`src/rtl/common_regfile_pkg.sv`:
```
// Shared types for the CPU datapath register bank.
package common_regfile_pkg;

  typedef enum logic [1:0] {
    OP_LOAD = 2'b00,
    OP_INC  = 2'b01,
    OP_DEC  = 2'b10,
    OP_CLR  = 2'b11
  } regfile_op_e;

endpackage

```
`src/rtl/common_regfile_upd.sv`:
```
// Next-value computation for one register entry; shared by the write and bypass paths.
module common_regfile_upd
  import common_regfile_pkg::*;
#(
  parameter int pDATA_WIDTH = 8
) (
  input  logic [pDATA_WIDTH-1:0] cur,
  input  logic [pDATA_WIDTH-1:0] iwdata,
  input  regfile_op_e            iop,
  output logic [pDATA_WIDTH-1:0] nxt,
  output logic                   wrap
);

  always_comb begin
    nxt  = cur;
    wrap = 1'b0;
    unique case (iop)
      OP_LOAD: nxt = iwdata;
      OP_INC: begin
        nxt  = cur + pDATA_WIDTH'(1);
        wrap = &cur;
      end
      OP_DEC: begin
        nxt  = cur - pDATA_WIDTH'(1);
        wrap = ~|cur;
      end
      OP_CLR: nxt = '0;
      default: nxt = cur;
    endcase
  end

endmodule

```
`src/rtl/common_regfile.sv`:
```
// Multi-entry register bank: one LOAD/INC/DEC/CLR write port, two combinational read ports.
module common_regfile
  import common_regfile_pkg::*;
#(
  parameter int pDATA_WIDTH = 8,
  parameter int pDEPTH      = 8,
  parameter int pADDR_WIDTH = $clog2(pDEPTH),
  parameter int pBYPASS     = 1,
  parameter int pZERO_R0    = 0
) (
  input  logic                   iclk,
  input  logic                   irst_n,
  input  logic                   iclr,
  input  logic                   iwe,
  input  regfile_op_e            iop,
  input  logic [pADDR_WIDTH-1:0] iwaddr,
  input  logic [pDATA_WIDTH-1:0] iwdata,
  input  logic [pADDR_WIDTH-1:0] iraddr_a,
  output logic [pDATA_WIDTH-1:0] ordata_a,
  input  logic [pADDR_WIDTH-1:0] iraddr_b,
  output logic [pDATA_WIDTH-1:0] ordata_b,
  output logic                   owrap,
  output logic [pDEPTH-1:0]      owritten
);

  logic [pDATA_WIDTH-1:0] mem [pDEPTH];
  logic [pDATA_WIDTH-1:0] cur;
  logic [pDATA_WIDTH-1:0] nxt;
  logic                   upd_wrap;
  logic                   do_wr;

  // Addresses beyond the last entry (non power-of-2 depth) and a hardwired R0 are not backed by storage.
  function automatic logic addr_ok(input logic [pADDR_WIDTH-1:0] a);
    return (int'({1'b0, a}) < pDEPTH) && !((pZERO_R0 != 0) && (a == '0));
  endfunction

  assign do_wr = iwe && !iclr && addr_ok(iwaddr);
  assign cur   = addr_ok(iwaddr) ? mem[iwaddr] : '0;

  common_regfile_upd #(
    .pDATA_WIDTH(pDATA_WIDTH)
  ) u_upd (
    .cur   (cur),
    .iwdata(iwdata),
    .iop   (iop),
    .nxt   (nxt),
    .wrap  (upd_wrap)
  );

  always_ff @(posedge iclk or negedge irst_n) begin
    if (!irst_n) begin
      mem      <= '{default: '0};
      owritten <= '0;
      owrap    <= 1'b0;
    end else if (iclr) begin
      mem      <= '{default: '0};
      owritten <= '0;
      owrap    <= 1'b0;
    end else begin
      owrap <= do_wr && upd_wrap;
      if (do_wr) begin
        mem[iwaddr]      <= nxt;
        owritten[iwaddr] <= 1'b1;
      end
    end
  end

  for (genvar p = 0; p < 2; p++) begin : g_rd
    logic [pADDR_WIDTH-1:0] ra;
    logic [pDATA_WIDTH-1:0] rd;
    assign ra = (p == 0) ? iraddr_a : iraddr_b;
    always_comb begin
      rd = '0;
      if (addr_ok(ra)) begin
        rd = mem[ra];
        if ((pBYPASS != 0) && do_wr && (ra == iwaddr)) rd = nxt;
      end
    end
  end

  assign ordata_a = g_rd[0].rd;
  assign ordata_b = g_rd[1].rd;

endmodule

```
`config.mk`:
```
export PLATFORM = sky130hd
export DESIGN_NAME = common_regfile
export DESIGN_NICKNAME = d
export VERILOG_FILES = /design/src/rtl/common_regfile_pkg.sv /design/src/rtl/common_regfile_upd.sv /design/src/rtl/common_regfile.sv
export SDC_FILE = /design/constraint.sdc
export NUM_CORES = 1
export LEC_CHECK = 0
export ABC_CLOCK_PERIOD_IN_PS = 4350
export CORE_ASPECT_RATIO = 0.5
export CORE_UTILIZATION = 45
export CTS_CLUSTER_DIAMETER = 100
export CTS_CLUSTER_SIZE = 40
export DETAILED_ROUTE_END_ITERATION = 12
export PLACE_DENSITY = 0.64
export SYNTH_ARGS = -nofsm -noshare
export SYNTH_HDL_FRONTEND = slang
export SYNTH_HIERARCHICAL = 1
export SYNTH_SLANG_ARGS = --single-unit
```
`constraint.sdc`:
```
create_clock -name iclk -period 4.35 [get_ports iclk]
set_input_delay 0.6525 -clock iclk [delete_from_list [all_inputs] [get_ports iclk]]
set_output_delay 0.6525 -clock iclk [all_outputs]
set_load 0.02 [all_outputs]
```
==> results of run 1 <==
## area by class of cell
type | instances | area share [%]
Multi-Input combinational cell | 390 | 50.00
Timing Repair Buffer | 108 | 14.08
Sequential cell | 73 | 27.56
Inverter | 6 | 0.3398
Clock buffer | 9 | 3.398
Tap cell | 159 | 3.001
Clock inverter | 6 | 1.623
## state kept, by name, indices dropped and copies added (netlist names)
signal,count
mem,64
owritten,8
owrap,1
## path summary, 6_finish.rpt
kind,start,to,slack (ns),cells past startpoint
setup / recovery,iwaddr[2],ordata_a[5],0.21,14
hold reg to reg,owritten[1],owritten[1],0.50,2
min in group iclk,owritten[1],owritten[1],0.50,2
hold / removal,irst_n,owritten[6],0.46,1
setup reg to reg,mem[59],mem[46],1.53,10
max in group asynchronous,irst_n,mem[39],3.28,1
## synth_stat cells (all sizes together) (2+ instances only)
master   number
clkbuf       27
nor2         45
o21ai        10
nand4b        4
nor3          3
o31ai         2
mux2         37
mux2i        33
inv           6
and3          3
o2bb2ai       2
nand4         4
mux4         41
o211ai        2
dfrtp        73
a21oi        45
nand3         2
and4b         3
xnor2        12
nor2b         3
nor4bb        3
nand2        99
a31oi         2
xor2          4
a22oi         2
a221o         2
ha            7
and2          2
o211a         2
buf          25
## metal layers
metal,vias up,GRT usage [%]
met1,2275,40.18
met4,0,8.137
met5,-,0
met2,259,42.53
li1,2023,-
met3,32,8.469
## worst max-delay path: stages
cell,delay (ns)
clkdlybuf4s15_1,0.30
buf_4,0.23
inv_2,0.06
mux4_2,0.48
o21ai_1,0.10
buf_4,0.17
nand4bb_1,0.14
o211ai_2,0.13
o2bb2ai_1,0.17
xnor2_1,0.19
o31ai_2,0.08
buf_4,0.17
mux2_2,0.28
dlygate4sd2_1,0.33
## layout by cell type, fill, tap and decap left out, drive strengths merged, types with 6 or more instances in the layout
cell / Yosys / final
o21ai: 10 / 10
nand2: 99 / 99
a21oi: 45 / 45
buf: 25 / 64
mux4: 41 / 41
dfrtp: 73 / 73
clkdlybuf4s50: 0 / 32
clkbuf: 27 / 9
xnor2: 12 / 12
inv: 6 / 6
dlygate4sd2: 0 / 7
nor2: 45 / 45
mux2i: 33 / 33
ha: 7 / 7
mux2: 37 / 37
## what timing repair did
action | CTS | global route
setup endpoints to repair | 12 | 4
cloned | 1 | 0
resized for setup | 13 | 6
hold buffers | 0 | 0
## stage by stage
stage,setup TNS [ns],util (%),setup slack [ns],cell area (um^2)
after floorplan,0,-,0.2961,5403
after global placement,-2.494,55.24,-0.2774,6270
after detailed placement,-2.718,55.24,-0.3188,6270
after CTS,0,58.27,0.001723,6614
after global routing,0,58.40,0.04361,6629
final,0,58.40,0.2075,6629
## power by group through the flow
stage | sequential (mW) | clock (mW) | combinational [mW]
after floorplan | 0.712 | 0 | 0.177
after global placement | 0.712 | 0 | 0.310
final | 0.701 | 0.844 | 0.317
after CTS | 0.701 | 0.851 | 0.314
after detailed placement | 0.713 | 0 | 0.311
after global routing | 0.702 | 0.871 | 0.337
## cell families after synthesis
logic type	after synthesis	share of synthesized area, %
flip-flops	73	33.81
AO/OA/AOI/OAI	76	8.546
buffers and inverters	58	5.929
multiplexers	111	32.31
adder cells (fa/ha/maj)	7	1.621
XOR/XNOR	16	2.594
AND/OR/NAND/NOR	180	15.19
==> results by group, run 1 <==
Detailed routing
  • Met1 wire length: 7349 um
  • WL met3: 1805 um
  • Drt wl/cell: 22.58 um
  • 1st-pass router iterations: 5
  • Vias per std cell: 6.111
  • Drt initial violations: 409
  • Total Wirelength: 16960 um
  • Post-route DRC: 0
  • Met2 wire len: 7456 um
  • Highest metal layer with signal wires: met4
  • Vias: 4589
  • Remaining antenna violation count after routing: 0

Floorplanning
  • I/O pin count: 48
  • Starting Density: 47.60%
  • Row cnt: 27
  • Core area: 11350 um^2
  • Die Footprint: 12470 um^2
  • Die Y: 79.48 um
  • Die width: 157.0 um

Synth
  • Leading area contributor after synthesis: dfrtp_1
  • Ys Warns: 6
  • Synthesized instance count: 521
  • Syn_nets: 551
  • Mean Syn Cell Area: 10.37 um^2
  • Post-synth top area share: 33.81%
  • Synth unique cells: 59
  • Synth Flop Type: dfrtp_1
  • Area contributors post-synth: dfrtp_1 (34%), mux4_2 (9.6%), mux4_1 (8.8%), mux2_2 (6.9%), nand2_1 (6.9%)
  • Yosys reg bits: 73
  • Seq/Total Area, Yosys: 33.81%
  • Number of synthesized flops with an enable pin: 0
  • Asr flop ratio synth: 100.0%
  • Netlist Area Pre-Place: 5403 um^2

Placed design
  • Post-DP HPWL: 11480 um
  • Port Buffers: 47
  • Gpl congestion: 0.9378
  • Placed Cells: 735

Power and ir drop
  • Peak VDD IR: 185.2 uV
  • Clock power frac: 45.3%
  • P_sw: 480.2 uW
  • P_int: 1.382 mW
  • Cell area power density: 280.9 nW/um^2
  • Combinational Power Share: 17.0%
  • Switching share of power: 25.79%
  • Total Power: 1.862 mW
  • Register share of total power: 37.7%
  • Pleak: 2.968 nW

CTS
  • CTS clk-pin slew, worst paths: 0.06 ns
  • CTS sink cnt: 73
  • Skew-Pair Late Insertion Delay: 0.34 ns
  • CTS Buffer Depth: 2
  • Post-CTS setup buffer count: 0
  • Root buffer cell: clkbuf_16
  • Number of buffers created by CTS: 9
  • CTS tree: done
  • H-tree Lvls: 3

STA
  • Setup violators final: 0
  • Max Clock Freq: 0.2414 GHz
  • Fin crit share: 95.23%
  • Slew Limit Headroom: 37.08%
  • Setup Skew: 0.006405 ns
  • Pins over their slew limit: 0
  • Hold WS: 0.4618 ns
  • Worst-Margin Slew: 0.9439 ns
  • RSZ-0062 raised after global routing: false
  • Final min period: 4.142 ns
  • Final-report hold violation count: 0

Outcome
  • Outcome: completed

Global route
  • Initial antenna violation count: 0
  • First-pass GRT wire length: 25610 um
  • Vias in the first global route: 4287
  • Largest net degree at the start of global routing: 74
  • Overall routing resource usage: 28.56%
  • GRT overflow: 0

Worst setup path
  • Worst-path maximum fanout: 6
  • Worst EP required: 3.70 ns
  • Worst Path Arrival: 3.49 ns
  • Endpoint class of the critical path: primary output
  • Startpoint types: input pin
  • Critical path class: in2out

Cells and area
  • Multi-input logic area: 3314 um^2
  • Non-Filler Instances: 751
  • Area Overhead vs Synth: 22.70%
  • Layout cell share with drive strength beyond 1: 25.34%
  • Register area: 1827 um^2
  • FILL cells: 991
  • Nets: 618
  • Antenna fix cells: 0

Hold path
  • Hold Path Class: in2async

Run
  • Maxcap violations: 0
Power figures use the tool's default switching activity.
==> inputs of run 2 (changes only) <==
Settings changed: CELL_PAD_IN_SITES_DETAIL_PLACEMENT set to 0, CELL_PAD_IN_SITES_GLOBAL_PLACEMENT set to 1, PLACE_DENSITY 0.64 to 0.78.
==> run 2 against run 1 <==
Worst setup slack got worse by 0.15 ns; worst hold slack improved by 0.014 ns; via count increased by 0.50%; sequential power barely moved; final cell count increased by 0.13%; combinational power increased by 3%; cell area rose by 0.40%; sequential cell count is the same; die area unchanged; largest cell class unchanged; largest power group unchanged.
==> results by group, run 2 (same netlist as run 1, synthesis figures left out) <==
Worst setup path
  • Endpoint class of the critical path: primary output
  • CP Cell Sequence: clkdlybuf4s50_1, buf_12, mux4_2, mux2_4, a21o_1, buf_4, a311oi_2, xnor2_1, o21ai_2, mux2_2, clkdlybuf4s15_2
  • Cell family with most CP delay: multiplexers
  • Worst path slowest cell: mux4_2
  • Buf/Inv on CP: 4
  • Startpoint types: input pin
  • Worst Path Arrival: 3.64 ns
  • Worst-path maximum fanout: 18
  • Critical path class: in2out
  • Worst EP required: 3.70 ns
  • Slowest stage delay, CP: 0.53 ns

Detailed routing
  • Vias: 4612
  • Vias per std cell: 6.133
  • Drt initial violations: 486
  • Total Wirelength: 17690 um
  • 1st-pass router iterations: 5
  • Drt wl/cell: 23.52 um
  • Post-route DRC: 0
  • Remaining antenna violation count after routing: 0

STA
  • Fin crit share: 98.74%
  • Final-report hold violation count: 0
  • Final min period: 4.295 ns
  • Setup Skew: 0.006608 ns
  • RSZ-0062 raised after global routing: true
  • Setup violators final: 0
  • Worst-Margin Slew: 1.181 ns
  • Slew Limit Headroom: 21.17%
  • Post-route setup TNS: 0 ns
  • Max Clock Freq: 0.2328 GHz
  • Pins over their slew limit: 0

Outcome
  • Outcome: completed

Power and ir drop
  • Peak VDD IR: 226.8 uV
  • Pleak: 2.931 nW
  • Combinational Power Share: 16.7%
  • Clock power frac: 47.3%
  • Cell area power density: 292.8 nW/um^2
  • P_sw: 500.6 uW
  • P_int: 1.448 mW
  • Switching share of power: 25.69%
  • Register share of total power: 36.0%

CTS
  • CTS Buffer Depth: 2
  • CTS clk-pin slew, worst paths: 0.06 ns
  • H-tree Lvls: 3
  • CTS tree: done
  • Skew-Pair Late Insertion Delay: 0.34 ns
  • CTS sink cnt: 73
  • Number of buffers created by CTS: 9
  • Root buffer cell: clkbuf_16

Cells and area
  • Nets: 618
  • Layout cell share with drive strength beyond 1: 27.32%
  • Most common cell after layout, fill and taps aside: nand2_1
  • Max reg flops: 64
  • Biggest regs: mem (64), owritten (8), owrap (1)
  • Antenna fix cells: 0
  • Largest register by flop count: mem
  • Layout Utilization: 58.63%
  • Area Overhead vs Synth: 23.18%
  • Most frequent cells in the layout: nand2_1 (99), dfrtp_1 (73), buf_4 (61)
  • FILL cells: 978

Placed design
  • Port Buffers: 47
  • Gpl congestion: 0.9635
  • Post-DP HPWL: 11870 um

Global route
  • Overall routing resource usage: 30.53%
  • Vias in the first global route: 4627
  • Initial antenna violation count: 0
  • Largest net degree at the start of global routing: 74
  • GRT overflow: 0
  • First-pass GRT wire length: 27320 um

Hold path
  • Hold Path Class: in2async

Floorplanning
  • Row cnt: 27
  • Core area: 11350 um^2
  • Die width: 157.0 um
  • Die Footprint: 12470 um^2
  • I/O pin count: 48
  • Starting Density: 47.60%
  • Die Y: 79.48 um

Run
  • Maxcap violations: 0
## run 2: cell count changes in the layout (fill, tap and decap cells not counted), sizes merged
cell | previous run | this run
dlymetal6s2s | 4 | 2
inv | 6 | 7
clkdlybuf4s15 | 1 | 3
dlygate4sd2 | 7 | 2
bufinv | 3 | 4
clkinv | 2 | 1
clkbuf | 9 | 14
## run 2: final timing paths
check,start,depth (start not counted),slack (ns),endpoint
max in group asynchronous,irst_n,1,3.24,owrap
min reg2reg,owritten[6],2,0.50,owritten[6]
min in group iclk,owritten[6],2,0.50,owritten[6]
min,irst_n,1,0.48,owritten[6]
max,iwaddr[0],11,0.05,ordata_b[7]
max reg2reg,mem[8],14,1.45,mem[37]
## run 2: cell type report
cell class                      instances  area, um^2  share of cell area (%)
Timing Repair Buffer                  108       907.1                   13.63
Clock inverter                          7       141.4                   2.124
Multi-Input combinational cell        390        3333                   50.08
Clock buffer                            9       225.2                   3.384
Sequential cell                        73        1827                   27.45
Tap cell                              159       198.9                   2.989
Inverter                                6       22.52                  0.3384
## run 2: metrics by stage
stage	power, mW	std cells	setup WS (ns)	hold WS (ns)	cell area [um^2]
2_1_floorplan	0.8892	521	0.2961	0.3569	5403
3_3_place_gp	1.025	734	-0.3083	0.4776	6254
3_5_place_dp	1.026	734	-0.3626	0.4891	6254
4_1_cts	1.953	752	0.02005	0.5018	6645
5_1_grt	2.005	752	-0.05371	0.5366	6655
6_report	1.948	752	0.05481	0.4761	6655
## run 2: power by group through the flow
stage          combinational [mW]  sequential [mW]  clock [mW]
2_1_floorplan               0.177            0.712           0
3_3_place_gp                0.313            0.712           0
3_5_place_dp                0.314            0.713           0
4_1_cts                     0.319            0.700       0.934
5_1_grt                     0.346            0.702       0.957
6_report                    0.326            0.701       0.922
## run 2: timing repair
item,4_1_cts,5_1_grt
hold buffers,0,0
gates resized for setup,18,18
pin swaps,3,4
hold endpoints to repair,0,0
setup buffers,2,0
setup endpoints to repair,10,12
## run 2: per-layer routing
metal / GRT usage [%] / part of all wire [%] / wire, um / vias to the layer above
met5: 0 / 0 / 0 / -
met2: 43.96 / 42 / 7406 / 271
li1: - / - / - / 2029
met4: 11.27 / 2.7 / 471 / 0
met1: 42.86 / 44 / 7695 / 2271
met3: 9.609 / 12 / 2115 / 41
==> inputs of run 3 (changes only) <==
Settings changed: RECOVER_POWER set to 100.
==> run 3 against run 2 <==
Total power hardly changed; worst hold slack better by 0.012 ns; via count is 0.39% higher; highest routed layer unchanged; clock skew is 0.00092 ns higher; the flow now finishes with violations (max-capacitance violations, max-slew violations); die area stayed put; global-route usage stayed put; sequential power hardly changed; largest cell class unchanged; register-to-register slack hardly changed; clock-buffer cell count stayed put; maximum frequency hardly changed; non-clock buffer count stayed put.
==> results by group, run 3 (same netlist as run 1, synthesis figures left out) <==
Outcome
  • Outcome: complete, but fails checks
  • Failing checks: max-capacitance violations, max-slew violations

Cells and area
  • Nets: 618
  • Layout cell share with drive strength beyond 1: 26.14%
  • Most common cell after layout, fill and taps aside: nand2_1
  • Largest register by flop count: mem
  • Most frequent cells in the layout: nand2_1 (99), dfrtp_1 (73), buf_4 (56)
  • Area Overhead vs Synth: 22.19%
  • Final instance area: 6601 um^2
  • Max reg flops: 64
  • Antenna fix cells: 0
  • Non-Filler Instances: 752
  • Biggest regs: mem (64), owritten (8), owrap (1)

STA
  • Final min period: 4.296 ns
  • Setup Skew: 0.007526 ns
  • Worst-Margin Slew: 2.168 ns
  • Pins over their slew limit: 95
  • RSZ-0062 raised after global routing: true
  • Slew Limit Headroom: -46.58%
  • Max Clock Freq: 0.2328 GHz
  • Setup violators final: 0
  • Final-report hold violation count: 0
  • Fin crit share: 98.75%

Global route
  • Largest net degree at the start of global routing: 74
  • Overall routing resource usage: 30.53%
  • Initial antenna violation count: 0
  • GRT overflow: 0
  • First-pass GRT wire length: 27320 um
  • Vias in the first global route: 4627

Worst setup path
  • Worst Path Arrival: 3.64 ns
  • Startpoint types: input pin
  • Endpoint class of the critical path: primary output
  • Critical path class: in2out
  • Worst-path maximum fanout: 18
  • Worst EP required: 3.70 ns

Floorplanning
  • Row cnt: 27
  • Die Y: 79.48 um
  • Die Footprint: 12470 um^2
  • I/O pin count: 48
  • Die width: 157.0 um
  • Core area: 11350 um^2
  • Starting Density: 47.60%

Power and ir drop
  • Pleak: 2.924 nW
  • P_sw: 503.0 uW
  • Register share of total power: 36.0%
  • P_int: 1.444 mW
  • Peak VDD IR: 229.2 uV
  • Clock power frac: 47.5%
  • Combinational Power Share: 16.5%
  • Cell area power density: 295.0 nW/um^2
  • Switching share of power: 25.83%

CTS
  • CTS Buffer Depth: 2
  • Number of buffers created by CTS: 9
  • Root buffer cell: clkbuf_16
  • H-tree Lvls: 3
  • CTS clk-pin slew, worst paths: 0.06 ns
  • CTS sink cnt: 73
  • CTS tree: done
  • Skew-Pair Late Insertion Delay: 0.34 ns

Hold path
  • Hold Path Class: reg2reg

Placed design
  • Post-DP HPWL: 11870 um
  • Placed Cells: 734
  • Cell Area, Placed: 6254 um^2
  • Gpl congestion: 0.9635
  • Port Buffers: 47

Detailed routing
  • Vias per std cell: 6.157
  • Total Wirelength: 17780 um
  • Drt wl/cell: 23.65 um
  • Vias: 4630
  • Post-route DRC: 0
  • Drt initial violations: 470
  • 1st-pass router iterations: 5
  • Remaining antenna violation count after routing: 0

Run
  • Maxcap violations: 4
run 3: critical path, stage by stage:
cell and delay (ns):
clkdlybuf4s50_1 0.50, buf_12 0.17, mux4_2 0.53, mux2_4 0.34
a21o_1 0.19, buf_4 0.13, a311oi_2 0.31, xnor2_1 0.18
o21ai_2 0.10, mux2_2 0.27, clkdlybuf4s15_2 0.26
run 3: final timing paths:
kind	start	end	slack, ns	depth (start not counted)
min	owritten[5]	owritten[5]	0.49	2
max	iwaddr[0]	ordata_b[7]	0.05	11
max reg2reg	mem[8]	mem[37]	1.45	14
min reg2reg	owritten[5]	owritten[5]	0.49	2
min in group asynchronous	irst_n	owritten[6]	0.84	1
max in group asynchronous	irst_n	owrap	2.39	1
run 3: metrics by stage:
stage	power, mW	utilization (%)	hold slack, ns	TNS (ns)	setup WS, ns
after global routing	2.000	58.16	0.5309	-0.1207	-0.05371
final	1.947	58.16	0.4885	0	0.05425
after CTS	1.953	58.54	0.5018	0	0.02005
after floorplan	0.8892	-	0.3569	0	0.2961
after detailed placement	1.026	55.09	0.4891	-2.607	-0.3626
after global placement	1.025	55.09	0.4776	-2.213	-0.3083
run 3: timing repair:
| action | in CTS | in global routing |
|---|---|---|
| pin swaps | 3 | 4 |
| resized for setup | 18 | 18 |
| setup endpoints to repair | 10 | 12 |
| hold buffers | 0 | 0 |
| setup buffers | 2 | 0 |
run 3: cell type report:
type                       instances  area, um^2
clock buffer                       9       225.2
clock inverter                     7       141.4
fill                             983        4750
inverter                           6       22.52
multi-input combinational        390        3297
sequential                        73        1827
tap                              159       198.9
timing repair buffer             108       889.6
run 3: power groups by stage:
| stage | Clock (mW) | Combinational, mW | Sequential, mW |
|---|---|---|---|
| 4_1_cts | 0.934 | 0.319 | 0.700 |
| 2_1_floorplan | 0 | 0.177 | 0.712 |
| 5_1_grt | 0.957 | 0.341 | 0.702 |
| 6_report | 0.925 | 0.321 | 0.701 |
| 3_5_place_dp | 0 | 0.314 | 0.713 |
| 3_3_place_gp | 0 | 0.313 | 0.712 |
run 3: routing by layer:
layer	GRT usage (%)	vias up	wire (um)
li1	-	2024	-
met1	42.86	2283	7798
met2	43.96	272	7285
met3	9.609	51	2103
met4	11.27	0	597
met5	0	-	0
